[config.mk]
export PLATFORM = sky130hd
export DESIGN_NAME = keypad_scanner
export DESIGN_NICKNAME = d
export VERILOG_FILES = /design/src/rtl/keypad_pkg.sv /design/src/rtl/keypad_fifo.sv /design/src/rtl/keypad_scanner.sv
export SDC_FILE = /design/constraint.sdc
export NUM_CORES = 1
export LEC_CHECK = 0
export CAP_MARGIN = 20
export CORE_MARGIN = 2
export CORE_UTILIZATION = 40
export CTS_BUF_LIST = sky130_fd_sc_hd__clkbuf_8 sky130_fd_sc_hd__clkbuf_16
export DETAILED_ROUTE_END_ITERATION = 8
export GPL_TIMING_DRIVEN = 0
export PLACE_DENSITY = 0.6
export SKIP_CTS_REPAIR_TIMING = 1
export SLEW_MARGIN = 20
export SYNTH_ARGS = -nofsm -noshare
export SYNTH_HDL_FRONTEND = slang
export SYNTH_SLANG_ARGS = --single-unit
[constraint.sdc]
create_clock -name clk -period 3.9 [get_ports clk]
set_input_delay 0.39 -clock clk [delete_from_list [all_inputs] [get_ports clk]]
set_output_delay 0.39 -clock clk [all_outputs]
set_load 0.005 [all_outputs]
[src/rtl/keypad_pkg.sv]
// keypad_pkg: scan FSM state type and key-code width helper shared by the keypad scanner files.
package keypad_pkg;

    typedef enum logic [1:0] {SCAN, DEB_PRESS, HELD, DEB_REL} scan_state_t;

    function automatic int code_width(input int rows, input int cols);
        return $clog2(rows * cols);
    endfunction

endpackage

[src/rtl/keypad_fifo.sv]
// keypad_fifo: registered-output synchronous FIFO for key events; a push is not visible until the next clk.
module keypad_fifo #(
    parameter int WIDTH = 4,
    parameter int DEPTH = 4
) (
    input  logic             clk,
    input  logic             reset,
    input  logic             push,
    input  logic             pop,
    input  logic [WIDTH-1:0] din,
    output logic [WIDTH-1:0] dout,
    output logic             full,
    output logic             empty
);
    localparam int AW = $clog2(DEPTH);

    logic [WIDTH-1:0] mem_q [DEPTH];
    logic [WIDTH-1:0] mem_d [DEPTH];
    logic [AW-1:0]    wr_q, wr_d, rd_q, rd_d;
    logic [AW:0]      cnt_q, cnt_d;
    logic             do_push, do_pop;

    assign empty = cnt_q == '0;
    assign full  = cnt_q == (AW+1)'(DEPTH);
    assign dout  = mem_q[rd_q];

    // a pop frees the slot a simultaneous push into a full FIFO needs
    always_comb begin
        do_pop  = pop && !empty;
        do_push = push && (!full || do_pop);
        mem_d   = mem_q;
        if (do_push) mem_d[wr_q] = din;
        wr_d  = do_push ? wr_q + AW'(1) : wr_q;
        rd_d  = do_pop ? rd_q + AW'(1) : rd_q;
        cnt_d = cnt_q + (AW+1)'(do_push) - (AW+1)'(do_pop);
    end

    always_ff @(posedge clk or negedge reset) begin
        if (!reset) begin
            for (int i = 0; i < DEPTH; i++) mem_q[i] <= '0;
            wr_q  <= '0;
            rd_q  <= '0;
            cnt_q <= '0;
        end else begin
            mem_q <= mem_d;
            wr_q  <= wr_d;
            rd_q  <= rd_d;
            cnt_q <= cnt_d;
        end
    end

endmodule

[src/rtl/keypad_scanner.sv]
// keypad_scanner: ROWSxCOLS matrix keypad scan, debounce, encode and event queue.
// Define KEYPAD_REPEAT_EN to add auto-repeat of a held key.
module keypad_scanner
    import keypad_pkg::*;
#(
    parameter int          ROWS         = 4,
    parameter int          COLS         = 4,
    parameter logic [31:0] TICK_INC     = 32'd53687,
    parameter int          DEBOUNCE     = 3,
    parameter int          FIFO_DEPTH   = 4
`ifdef KEYPAD_REPEAT_EN
    ,
    parameter int          REPEAT_DELAY = 64,
    parameter int          REPEAT_RATE  = 16
`endif
) (
    input  logic                              clk,
    input  logic                              reset,
    input  logic [ROWS-1:0]                   row,
    output logic [COLS-1:0]                   col,
    output logic [code_width(ROWS, COLS)-1:0] key_code,
    output logic                              key_valid,
    input  logic                              key_ready,
    output logic                              overflow
);
    localparam int CW  = code_width(ROWS, COLS);
    localparam int CIW = $clog2(COLS);
    localparam int RIW = $clog2(ROWS);
    localparam int NW  = $clog2(DEBOUNCE + 1);

    scan_state_t           state_q, state_d;
    logic [31:0]           acc_q, acc_d;
    logic [1:0][ROWS-1:0]  sync_q, sync_d;
    logic [ROWS-1:0]       row_s, pat_q, pat_d;
    logic [CIW-1:0]        col_q, col_d, col_nxt;
    logic [NW-1:0]         cnt_q, cnt_d;
    logic [RIW-1:0]        row_idx;
    logic [CW-1:0]         code;
    logic                  tick, press_ok, push, rep_push, push_all, full, empty;
    logic                  overflow_q, overflow_d;

    assign {tick, acc_d} = {1'b0, acc_q} + {1'b0, TICK_INC};
    assign sync_d     = {sync_q[0], row};
    assign row_s      = sync_q[1];
    assign press_ok   = $onehot(row_s);
    assign col_nxt    = (col_q == CIW'(COLS - 1)) ? '0 : col_q + CIW'(1);
    assign col        = COLS'(1) << col_q;
    assign push_all   = push | rep_push;
    assign key_valid  = !empty;
    assign overflow   = overflow_q;
    assign overflow_d = overflow_q | (push_all && full && !(key_valid && key_ready));

    always_comb begin
        row_idx = '0;
        for (int i = 0; i < ROWS; i++) if (pat_q[i]) row_idx = RIW'(i);
        code = CW'(int'(row_idx) * COLS + int'(col_q));
    end

    always_comb begin
        state_d = state_q;
        cnt_d   = cnt_q;
        pat_d   = pat_q;
        col_d   = col_q;
        push    = 1'b0;
        if (tick) begin
            case (state_q)
                SCAN: begin
                    if (press_ok) begin
                        state_d = DEB_PRESS;
                        cnt_d   = NW'(1);
                        pat_d   = row_s;
                    end else begin
                        col_d = col_nxt;
                    end
                end
                DEB_PRESS: begin
                    if (row_s == pat_q) begin
                        cnt_d = cnt_q + NW'(1);
                        if (cnt_d == NW'(DEBOUNCE)) begin
                            push    = 1'b1;
                            state_d = HELD;
                        end
                    end else begin
                        state_d = SCAN;
                    end
                end
                HELD: begin
                    if (row_s == '0) begin
                        state_d = DEB_REL;
                        cnt_d   = NW'(1);
                    end
                end
                default: begin
                    if (row_s != '0) begin
                        state_d = HELD;
                    end else begin
                        cnt_d = cnt_q + NW'(1);
                        if (cnt_d == NW'(DEBOUNCE)) begin
                            state_d = SCAN;
                            col_d   = col_nxt;
                        end
                    end
                end
            endcase
        end
    end

`ifdef KEYPAD_REPEAT_EN
    localparam int RW = $clog2(REPEAT_DELAY + REPEAT_RATE + 1);

    logic [RW-1:0] rep_q, rep_d, rep_nxt;

    // counts ticks held; after the first repeat it cycles back to REPEAT_DELAY every REPEAT_RATE ticks
    always_comb begin
        rep_nxt  = rep_q + RW'(1);
        rep_d    = (state_q == SCAN || state_q == DEB_PRESS) ? '0 : rep_q;
        rep_push = 1'b0;
        if (tick && state_q == HELD && row_s != '0) begin
            rep_push = rep_nxt == RW'(REPEAT_DELAY) || rep_nxt == RW'(REPEAT_DELAY + REPEAT_RATE);
            rep_d    = (rep_nxt == RW'(REPEAT_DELAY + REPEAT_RATE)) ? RW'(REPEAT_DELAY) : rep_nxt;
        end
    end

    always_ff @(posedge clk or negedge reset) begin
        if (!reset) rep_q <= '0;
        else        rep_q <= rep_d;
    end
`else
    assign rep_push = 1'b0;
`endif

    always_ff @(posedge clk or negedge reset) begin
        if (!reset) begin
            acc_q      <= '0;
            sync_q     <= '0;
            state_q    <= SCAN;
            cnt_q      <= '0;
            pat_q      <= '0;
            col_q      <= '0;
            overflow_q <= 1'b0;
        end else begin
            acc_q      <= acc_d;
            sync_q     <= sync_d;
            state_q    <= state_d;
            cnt_q      <= cnt_d;
            pat_q      <= pat_d;
            col_q      <= col_d;
            overflow_q <= overflow_d;
        end
    end

    keypad_fifo #(.WIDTH(CW), .DEPTH(FIFO_DEPTH)) u_fifo (
        .clk   (clk),
        .reset (reset),
        .push  (push_all),
        .pop   (key_ready),
        .din   (code),
        .dout  (key_code),
        .full  (full),
        .empty (empty)
    );

endmodule

==> results.json, run 1 <==
{
  "status": "finished clean",
  "drt_wl_total_mm": 5.84,
  "synth_compound_area_share_pct": 4.62,
  "setup_violations": 0,
  "ioPinCount": 17,
  "clk_pin_slew_ns": 0.07,
  "fmax_mhz": 345,
  "synth_edf_count": 0,
  "ant_nets": 0,
  "synth_top_family_by_area": "simple AND/OR/NAND/NOR gates",
  "n_antenna_cell": 0,
  "reg2reg_from": "row_s[0]$_DFF_PN0_",
  "synth_xor_area_share_pct": 8.80,
  "muxShareOfSynthArea_pct": 10.9,
  "crit_arrival_ns": 3.13,
  "antenna_found_initial": 0,
  "htreeDepth": 3,
  "skew_ns": 0.00813,
  "async_reset_ff_share_pct": 100,
  "vias_per_cell": 4.93,
  "regArea_um2": 1850,
  "p_leak_nw": 2.05,
  "cts_root_buffer": "clkbuf_8",
  "fin_crit_sh_pct": 74.3,
  "grt_pass1_wl_mm": 10.6,
  "syn-cell-area_um2": 3680,
  "route.met3.wl_um": 238,
  "die_w_um": 99.9,
  "die_area_um2": 9990,
  "synth_simple_gate_area_share_pct": 15.2,
  "path_max_fanout": 3,
  "max_slew_margin_pct": 51.4,
  "grtUsageTotal_pct": 13.7,
  "routed.top_layer": "met4",
  "dpl_cell_area_um2": 4010,
  "synth.distinct_cells": 49,
  "synth-main-ff-cell": "dfrtp_1",
  "grt_setup_unrepaired": "false",
  "cts_sinks": 74,
  "numCtsBuffers": 9,
  "vdd_drop_max_mv": 0.187,
  "synth_adder_area_share_pct": 7.55,
  "portBuffers": 16,
  "rows": 35,
  "hold_viol": 0,
  "hpwl_mm": 4.04,
  "wl_per_cell_um": 13.3,
  "start_util_pct": 40.6,
  "end_kind": "flip-flop",
  "finalNetCount": 350,
  "ys_seq_elements": 74,
  "yosysSeqAreaShare_pct": 50.3,
  "fin_area_um2": 4270,
  "clock_path_buffers": 2,
  "wl_met2_mm": 2.69,
  "min_period_ns": 2.90,
  "yosysWarnings": 0,
  "drcViolationCount": 0,
  "syn2layout_area_growth_pct": 15.9,
  "r2r_slack_ns": 1.00,
  "worst_pin_slew_ns": 0.726,
  "n_fill_cell": 809,
  "critPathRequiredTime_ns": 4.13,
  "first_pass_iters": 4,
  "place_congestion": 0.751,
  "worst-r2r-cell-count": 10,
  "rr_endpoint": "cnt_q[1]$_DFFE_PN0P_",
  "critPathLaunch": "row_s[0]$_DFF_PN0_",
  "syn_area_per_cell_um2": 12.6,
  "die_h_um": 99.9,
  "hold_path.class": "reg -> reg",
  "vias": 2161,
  "grt_max_degree": 55,
  "core_area_um2": 9060,
  "power_density_nw_per_um2": 406,
  "endpoint": "cnt_q[1]$_DFFE_PN0P_",
  "fin_util_pct": 47.1,
  "drive_above_1_share_pct": 19.6,
  "met1Wirelength_mm": 2.79,
  "synth_cells": 293,
  "multi_input_area_um2": 1730,
  "cp-start-kind": "flip-flop",
  "syn_nets": 321,
  "grt-ovfl-total": 0,
  "drt_iter0_markers": 71,
  "cap_viol_max_count": 0,
  "crit_type": "reg -> reg",
  "cts_tree": "built",
  "slew_viol_final": 0,
  "grt_pass1_vias": 2297,
  "clock_latency_ns": 0.35
}
sequential cells by signal (all words and copies together) (netlist names):
name and cells:
col_q 2, u_fifo.rd_q 2, acc_q 32, u_fifo.cnt_q 3
u_fifo.mem_q 16, cnt_q 2, u_fifo.wr_q 2, pat_q 4
state_q 2, row_s 4, overflow 1, sync_d 4
routing by layer:
layer / global-route usage [%] / vias up
met2: 21.7 / 29
met3: 4.74 / 10
met1: 17.4 / 1051
met4: 5.37 / 0
met5: 0 / -
li1: - / 1071
cell usage after synthesis (all sizes together), types with 4 or more instances:
cell type	n	share of area [%]
nor2	13	1.4
mux4	4	2.4
xnor2	14	3.3
mux2	27	8.5
nand3	9	1.5
and3	5	0.85
xor2	23	5.5
nor3	8	1.2
inv	21	2.1
nand2	18	1.8
dfrtp	74	50
a21oi	7	0.95
nor4b	7	3.3
ha	19	6.5
layout make-up:
type                    instances  area share (%)
well taps                     111            3.25
multi-input cells             195            40.6
inverters                      21            1.85
clock buffers                  11            3.55
flip-flops and latches         74            43.4
plain buffers                   3           0.440
clock inverters                 5            2.37
repair buffers                 18            4.57
worst min path at each step:
stage	from	end	slack (ns)	cells past startpoint
6_report	sync_d[7]$_DFF_PN0_	row_s[3]$_DFF_PN0_	0.35	0
5_1_grt	sync_d[5]$_DFF_PN0_	row_s[1]$_DFF_PN0_	0.36	0
4_1_cts	reset	u_fifo.mem_q[14]$_DFFE_PN0P_	-0.09	1
3_5_place_dp	reset	u_fifo.mem_q[14]$_DFFE_PN0P_	0.30	1
3_3_place_gp	sync_d[7]$_DFF_PN0_	row_s[3]$_DFF_PN0_	0.33	0
2_1_floorplan	reset	acc_q[0]$_DFF_PN0_	0.09	0
layout by cell type (no fill, tap or decap), types with 2 or more instances in the layout:
cell type        count
mux2_1               2
nor4b_4              4
a21boi_0             2
fa_1                 2
clkbuf_8            11
mux4_2               4
a21oi_1              7
mux2_4               2
nand4_1              3
nand3_1              7
a21o_1               2
nand2_1             18
clkdlybuf4s50_1     15
nor4b_1              3
clkbuf_1             2
or3_1                2
o21ai_0              2
inv_1               22
or3b_2               3
xor2_1              23
mux2_2              23
ha_1                19
and2_1               3
bufinv_16            3
nor3_1               7
nor2b_1              2
dfrtp_1             74
nand2b_1             3
xnor2_1             14
and3_1               5
nor2_1              12
nand3_2              2
metrics by stage:
step | hold slack [ns] | setup TNS (ns) | std cells | setup slack (ns) | total power, mW
2_1_floorplan | 0.0944 | 0 | 293 | 1.12 | 0.956
5_1_grt | 0.358 | 0 | 438 | 0.896 | 1.83
3_3_place_gp | 0.333 | -12.52 | 420 | -0.176 | 1.01
4_1_cts | -0.0863 | 0 | 437 | 0.994 | 1.76
6_report | 0.348 | 0 | 438 | 1.00 | 1.73
3_5_place_dp | 0.301 | 0 | 421 | 1.01 | 1.02
worst max-delay path, stage by stage (launching register included):
cell and delay (ns):
dfrtp_1 0.38, inv_1 0.09, fa_1 0.53, inv_1 0.04, ha_1 0.17, ha_1 0.26, or3b_2 0.48, nand2_1 0.09
and3_1 0.19, and4bb_4 0.26, mux2_4 0.30
where the power goes:
part	total (mW)	internal, mW	switching (mW)
Clock	0.736	0.458	0.278
Combinational	0.164	0.0847	0.0791
Sequential	0.831	0.800	0.0313
Total	1.73	1.34	0.389
logic make-up after synthesis:
kind of cell / count (synthesis)
mux: 31
buf+inv: 24
xor+xnor: 37
compound gates: 22
simple gates: 84
flops: 74
fa+ha+maj: 21
No activity file was read; power rests on OpenSTA's default activity.
==> run 2, diff against run 1 <==
- PLACE_DENSITY: 0.6 -> 0.62
- clock period: 3.9 -> 2.65 ns (I/O delays scaled with it)
==> run 2 against run 1 <==
Net effect:
- the flow now finishes with violations (setup timing)
- clock skew rose by 0.0010 ns
- global-route usage fell by 0.48 points
- sequential power rose by 47%
- final cell count rose by 2.5%
- clock-buffer cell count fell by 2
- power rose by 42%
- core utilization rose by 1.3 points
- largest power group unchanged
==> results.json, run 2 (synthesis gave the netlist of run 1 again) <==
{
  "hold_path.class": "in -> reg",
  "cts_tree": "built",
  "whs_ns": 0.348,
  "finalNetCount": 361,
  "fin_ws_ns": -0.0661,
  "rows": 35,
  "first_pass_iters": 6,
  "hpwl_mm": 4.18,
  "fin_util_pct": 48.4,
  "hold_path.startpoint": "row[0]",
  "critPathRequiredTime_ns": 2.89,
  "slew_viol_final": 0,
  "die_area_um2": 9990,
  "core_area_um2": 9060,
  "final_common_cell": "dfrtp_1",
  "reg2reg_from": "row_s[1]$_DFF_PN0_",
  "r2r_slack_ns": -0.07,
  "cts_sinks": 74,
  "n_fill_cell": 804,
  "end_kind": "flip-flop",
  "clock_latency_ns": 0.35,
  "htreeDepth": 3,
  "status": "complete, but fails checks",
  "violations": "setup timing",
  "die_w_um": 99.9,
  "path_depth": 10,
  "worst-r2r-cell-count": 10,
  "portBuffers": 16,
  "p_leak_nw": 2.10,
  "dp_cells": 421,
  "wl_per_cell_um": 13.4,
  "clock_path_buffers": 2,
  "numCtsBuffers": 9,
  "start_util_pct": 40.6,
  "crit_type": "reg -> reg",
  "max_slew_margin_pct": 50.7,
  "cp-start-kind": "flip-flop",
  "syn2layout_area_growth_pct": 19.2,
  "drcViolationCount": 0,
  "drt_iter0_markers": 50,
  "vias": 2205,
  "drt_wl_total_mm": 6.04,
  "setup_violations": 2,
  "cts_root_buffer": "clkbuf_8",
  "clk_pin_slew_ns": 0.08,
  "worst_pin_slew_ns": 0.730,
  "whs_path_depth": 1,
  "hold_viol": 0,
  "ant_nets": 0,
  "crit_buf_inv": 2,
  "final_cells": 449,
  "largest_reg_flops": 32,
  "antenna_found_initial": 0,
  "place_congestion": 0.713,
  "vias_per_cell": 4.91,
  "n_antenna_cell": 0,
  "grt_max_degree": 45,
  "fin_crit_sh_pct": 102,
  "fin_area_um2": 4390,
  "cpLargestDelayFamily": "adder cells",
  "largest_register": "acc_q",
  "critPathLaunch": "row_s[1]$_DFF_PN0_",
  "vdd_drop_max_mv": 0.287,
  "die_h_um": 99.9,
  "grt_pass1_wl_mm": 10.4,
  "dpl_cell_area_um2": 4020,
  "path_max_fanout": 3,
  "ioPinCount": 17,
  "post-place-ws_ns": -0.133,
  "power_density_nw_per_um2": 562,
  "skew_ns": 0.00916,
  "fmax_mhz": 368,
  "min_period_ns": 2.72,
  "cp_slowest_cell": "fa_1",
  "grt_setup_unrepaired": "true",
  "crit_arrival_ns": 2.96,
  "mostFrequentLayoutCells": "dfrtp_1, xor2_1, mux2_2",
  "top_regs": "acc_q (32), u_fifo.mem_q (16)",
  "path_cells": "inv_2 > fa_1 > inv_1 > ha_2 > ha_4 > or3b_4 > nand2_2 > and3_4 > and4bb_4 > mux2_4",
  "critPathMaxStageDelay_ns": 0.53,
  "cap_viol_max_count": 0,
  "drive_above_1_share_pct": 25.4,
  "grt-ovfl-total": 0,
  "grtUsageTotal_pct": 13.2,
  "grt_pass1_vias": 2175
}
[run 2: cell type report]
type	instances	area (um^2)	area share (%)
multi-input cells	195	1800	40.9
clock inverters	7	101	2.31
clock buffers	9	124	2.82
plain buffers	3	18.8	0.428
repair buffers	29	278	6.33
flip-flops and latches	74	1850	42.2
well taps	111	139	3.16
inverters	21	78.8	1.80
[run 2: routing by layer]
metal  track usage (%)  share of wire, %  up-vias
li1                  -                 -     1090
met1              17.8                49     1077
met2              20.3                46       31
met3              3.97               3.4        7
met4              5.06               1.6        0
met5                 0                 0        -
[run 2: power by group]
| part | internal [mW] | leakage (nW) | switching, mW |
|---|---|---|---|
| clock network | 0.538 | 0.106 | 0.442 |
| logic | 0.135 | 1.02 | 0.127 |
| registers | 1.18 | 0.972 | 0.0474 |
| total | 1.85 | 2.10 | 0.617 |
[run 2: metrics by stage]
stage | total power [mW] | setup TNS (ns)
3_5_place_dp | 1.51 | -0.575
5_1_grt | 2.61 | -0.991
4_1_cts | 2.50 | -0.643
2_1_floorplan | 1.41 | 0
3_3_place_gp | 1.49 | -94.98
6_report | 2.47 | -0.131
[run 2: final timing paths]
check | end
worst min register to register | row_s[2]$_DFF_PN0_
max in group asynchronous | acc_q[14]$_DFF_PN0_
worst min-delay path | sync_d[4]$_DFF_PN0_
worst max register to register | cnt_q[1]$_DFFE_PN0P_
worst max-delay path | cnt_q[1]$_DFFE_PN0P_
min in group asynchronous | u_fifo.mem_q[9]$_DFFE_PN0P_
==> run 3, diff against run 2 <==
- PLACE_DENSITY: 0.62 -> 0.6
- clock period: 2.65 -> 2.5 ns (I/O delays scaled with it)
==> run 3 against run 2 <==
Net effect:
- the run still ends with setup timing left
- worst setup slack got worse by 0.11 ns
- first-iteration DRC count rose by 80%
- combinational power rose by 6%
==> results.json, run 3 (synthesis gave the netlist of run 1 again) <==
{
  "fin_crit_sh_pct": 107,
  "path_cells": "inv_2 > fa_1 > inv_1 > ha_2 > ha_4 > or3b_4 > nand2_4 > and3_4 > and4bb_4 > mux2_4",
  "wl_per_cell_um": 13.1,
  "p_total_mw": 2.82,
  "fin_ws_ns": -0.175,
  "multi_input_area_um2": 1820,
  "n_fill_cell": 798,
  "post-place-ws_ns": -0.313,
  "setup_violations": 10,
  "mostFrequentLayoutCells": "dfrtp_1, xor2_1, mux2_2",
  "place_congestion": 0.695,
  "top_regs": "acc_q (32), u_fifo.mem_q (16)",
  "tns_ns": -0.915,
  "cap_viol_max_count": 0,
  "p_leak_nw": 2.14,
  "syn2layout_area_growth_pct": 21.1,
  "whs_ns": 0.328,
  "max_slew_margin_pct": 52.5,
  "status": "complete, but fails checks",
  "grt_setup_unrepaired": "true",
  "power_density_nw_per_um2": 632,
  "crit_arrival_ns": 2.91,
  "antenna_found_initial": 0,
  "drt_wl_total_mm": 5.86,
  "cp-start-kind": "flip-flop",
  "grt_pass1_vias": 2133,
  "clock_latency_ns": 0.35,
  "hold_viol": 0,
  "critPathRequiredTime_ns": 2.73,
  "grt-ovfl-total": 0,
  "cts_root_buffer": "clkbuf_8",
  "numCtsBuffers": 9,
  "cts_sinks": 74,
  "largest_reg_flops": 32,
  "ioPinCount": 17,
  "start_util_pct": 40.6,
  "cts_tree": "built",
  "final_cells": 449,
  "die_w_um": 99.9,
  "ant_nets": 0,
  "first_pass_iters": 4,
  "grtUsageTotal_pct": 13.2,
  "finalNetCount": 361,
  "regArea_um2": 1850,
  "rows": 35,
  "drcViolationCount": 0,
  "vias_per_cell": 4.85,
  "drt_iter0_markers": 90,
  "htreeDepth": 3,
  "fmax_mhz": 374,
  "end_kind": "flip-flop",
  "drive_above_1_share_pct": 25.7,
  "clk_pin_slew_ns": 0.08,
  "largest_register": "acc_q",
  "hold_path.class": "in -> async",
  "grt_max_degree": 54,
  "hpwl_mm": 4.03,
  "cp_slowest_cell": "fa_1",
  "critPathMaxStageDelay_ns": 0.52,
  "n_antenna_cell": 0,
  "crit_type": "reg -> reg",
  "violations": "setup timing",
  "grt_pass1_wl_mm": 10.3,
  "die_h_um": 99.9,
  "die_area_um2": 9990,
  "skew_ns": 0.0103,
  "dp_cells": 421,
  "portBuffers": 16,
  "worst_pin_slew_ns": 0.709,
  "vias": 2179,
  "path_max_fanout": 3,
  "final_common_cell": "dfrtp_1",
  "min_period_ns": 2.68,
  "vdd_drop_max_mv": 0.334,
  "slew_viol_final": 0,
  "core_area_um2": 9060,
  "clock_path_buffers": 2
}
[run 3: power by group]
| part | internal (mW) | total, mW | switching, mW |
|---|---|---|---|
| combinational | 0.145 | 0.278 | 0.133 |
| clock | 0.794 | 1.24 | 0.446 |
| sequential | 1.25 | 1.30 | 0.0501 |
[run 3: worst max-delay path, delay by kind of cell, from the launching register on]
kind	cells	cell delay, ns
buffers and inverters	2	0.10
muxes	1	0.30
adders and majority gates	3	0.89
DFF	1	0.39
and+or+nand+nor	4	0.88
[run 3: routing by layer]
layer	track usage [%]	wire length [um]	up-vias
met4	5.06	108	0
met2	19.4	2550	29
met3	4.39	200	10
met5	0	0	-
met1	18.0	3000	1047
li1	-	-	1093
[run 3: cell type report]
class                           count  share of cell area [%]
Multi-Input combinational cell    195                    40.8
Tap cell                          111                    3.12
Timing Repair Buffer               30                    6.40
Clock inverter                      6                    3.06
Inverter                           21                    1.77
Buffer                              2                   0.168
Sequential cell                    74                    41.6
Clock buffer                       10                    3.09
[run 3: path summary, 6_finish.rpt]
kind                                     startpoint                            to  slack (ns)  cells after the start
worst max-delay path             row_s[0]$_DFF_PN0_          cnt_q[0]$_DFFE_PN0P_       -0.18                     10
worst min-delay path                          reset  u_fifo.mem_q[14]$_DFFE_PN0P_        0.33                      2
worst max register to register   row_s[0]$_DFF_PN0_          cnt_q[0]$_DFFE_PN0P_       -0.18                     10
worst min register to register  sync_d[5]$_DFF_PN0_            row_s[1]$_DFF_PN0_        0.35                      0
max in group asynchronous                     reset           acc_q[14]$_DFF_PN0_        1.60                      3
min in group clk                             row[0]           sync_d[4]$_DFF_PN0_        0.34                      1
[run 3: through the flow]
step	area (um^2)	util [%]
2_1_floorplan	3710	-
6_report	4460	49.2
3_5_place_dp	4030	44.5
3_3_place_gp	4010	44.2
4_1_cts	4300	47.5
5_1_grt	4460	49.2
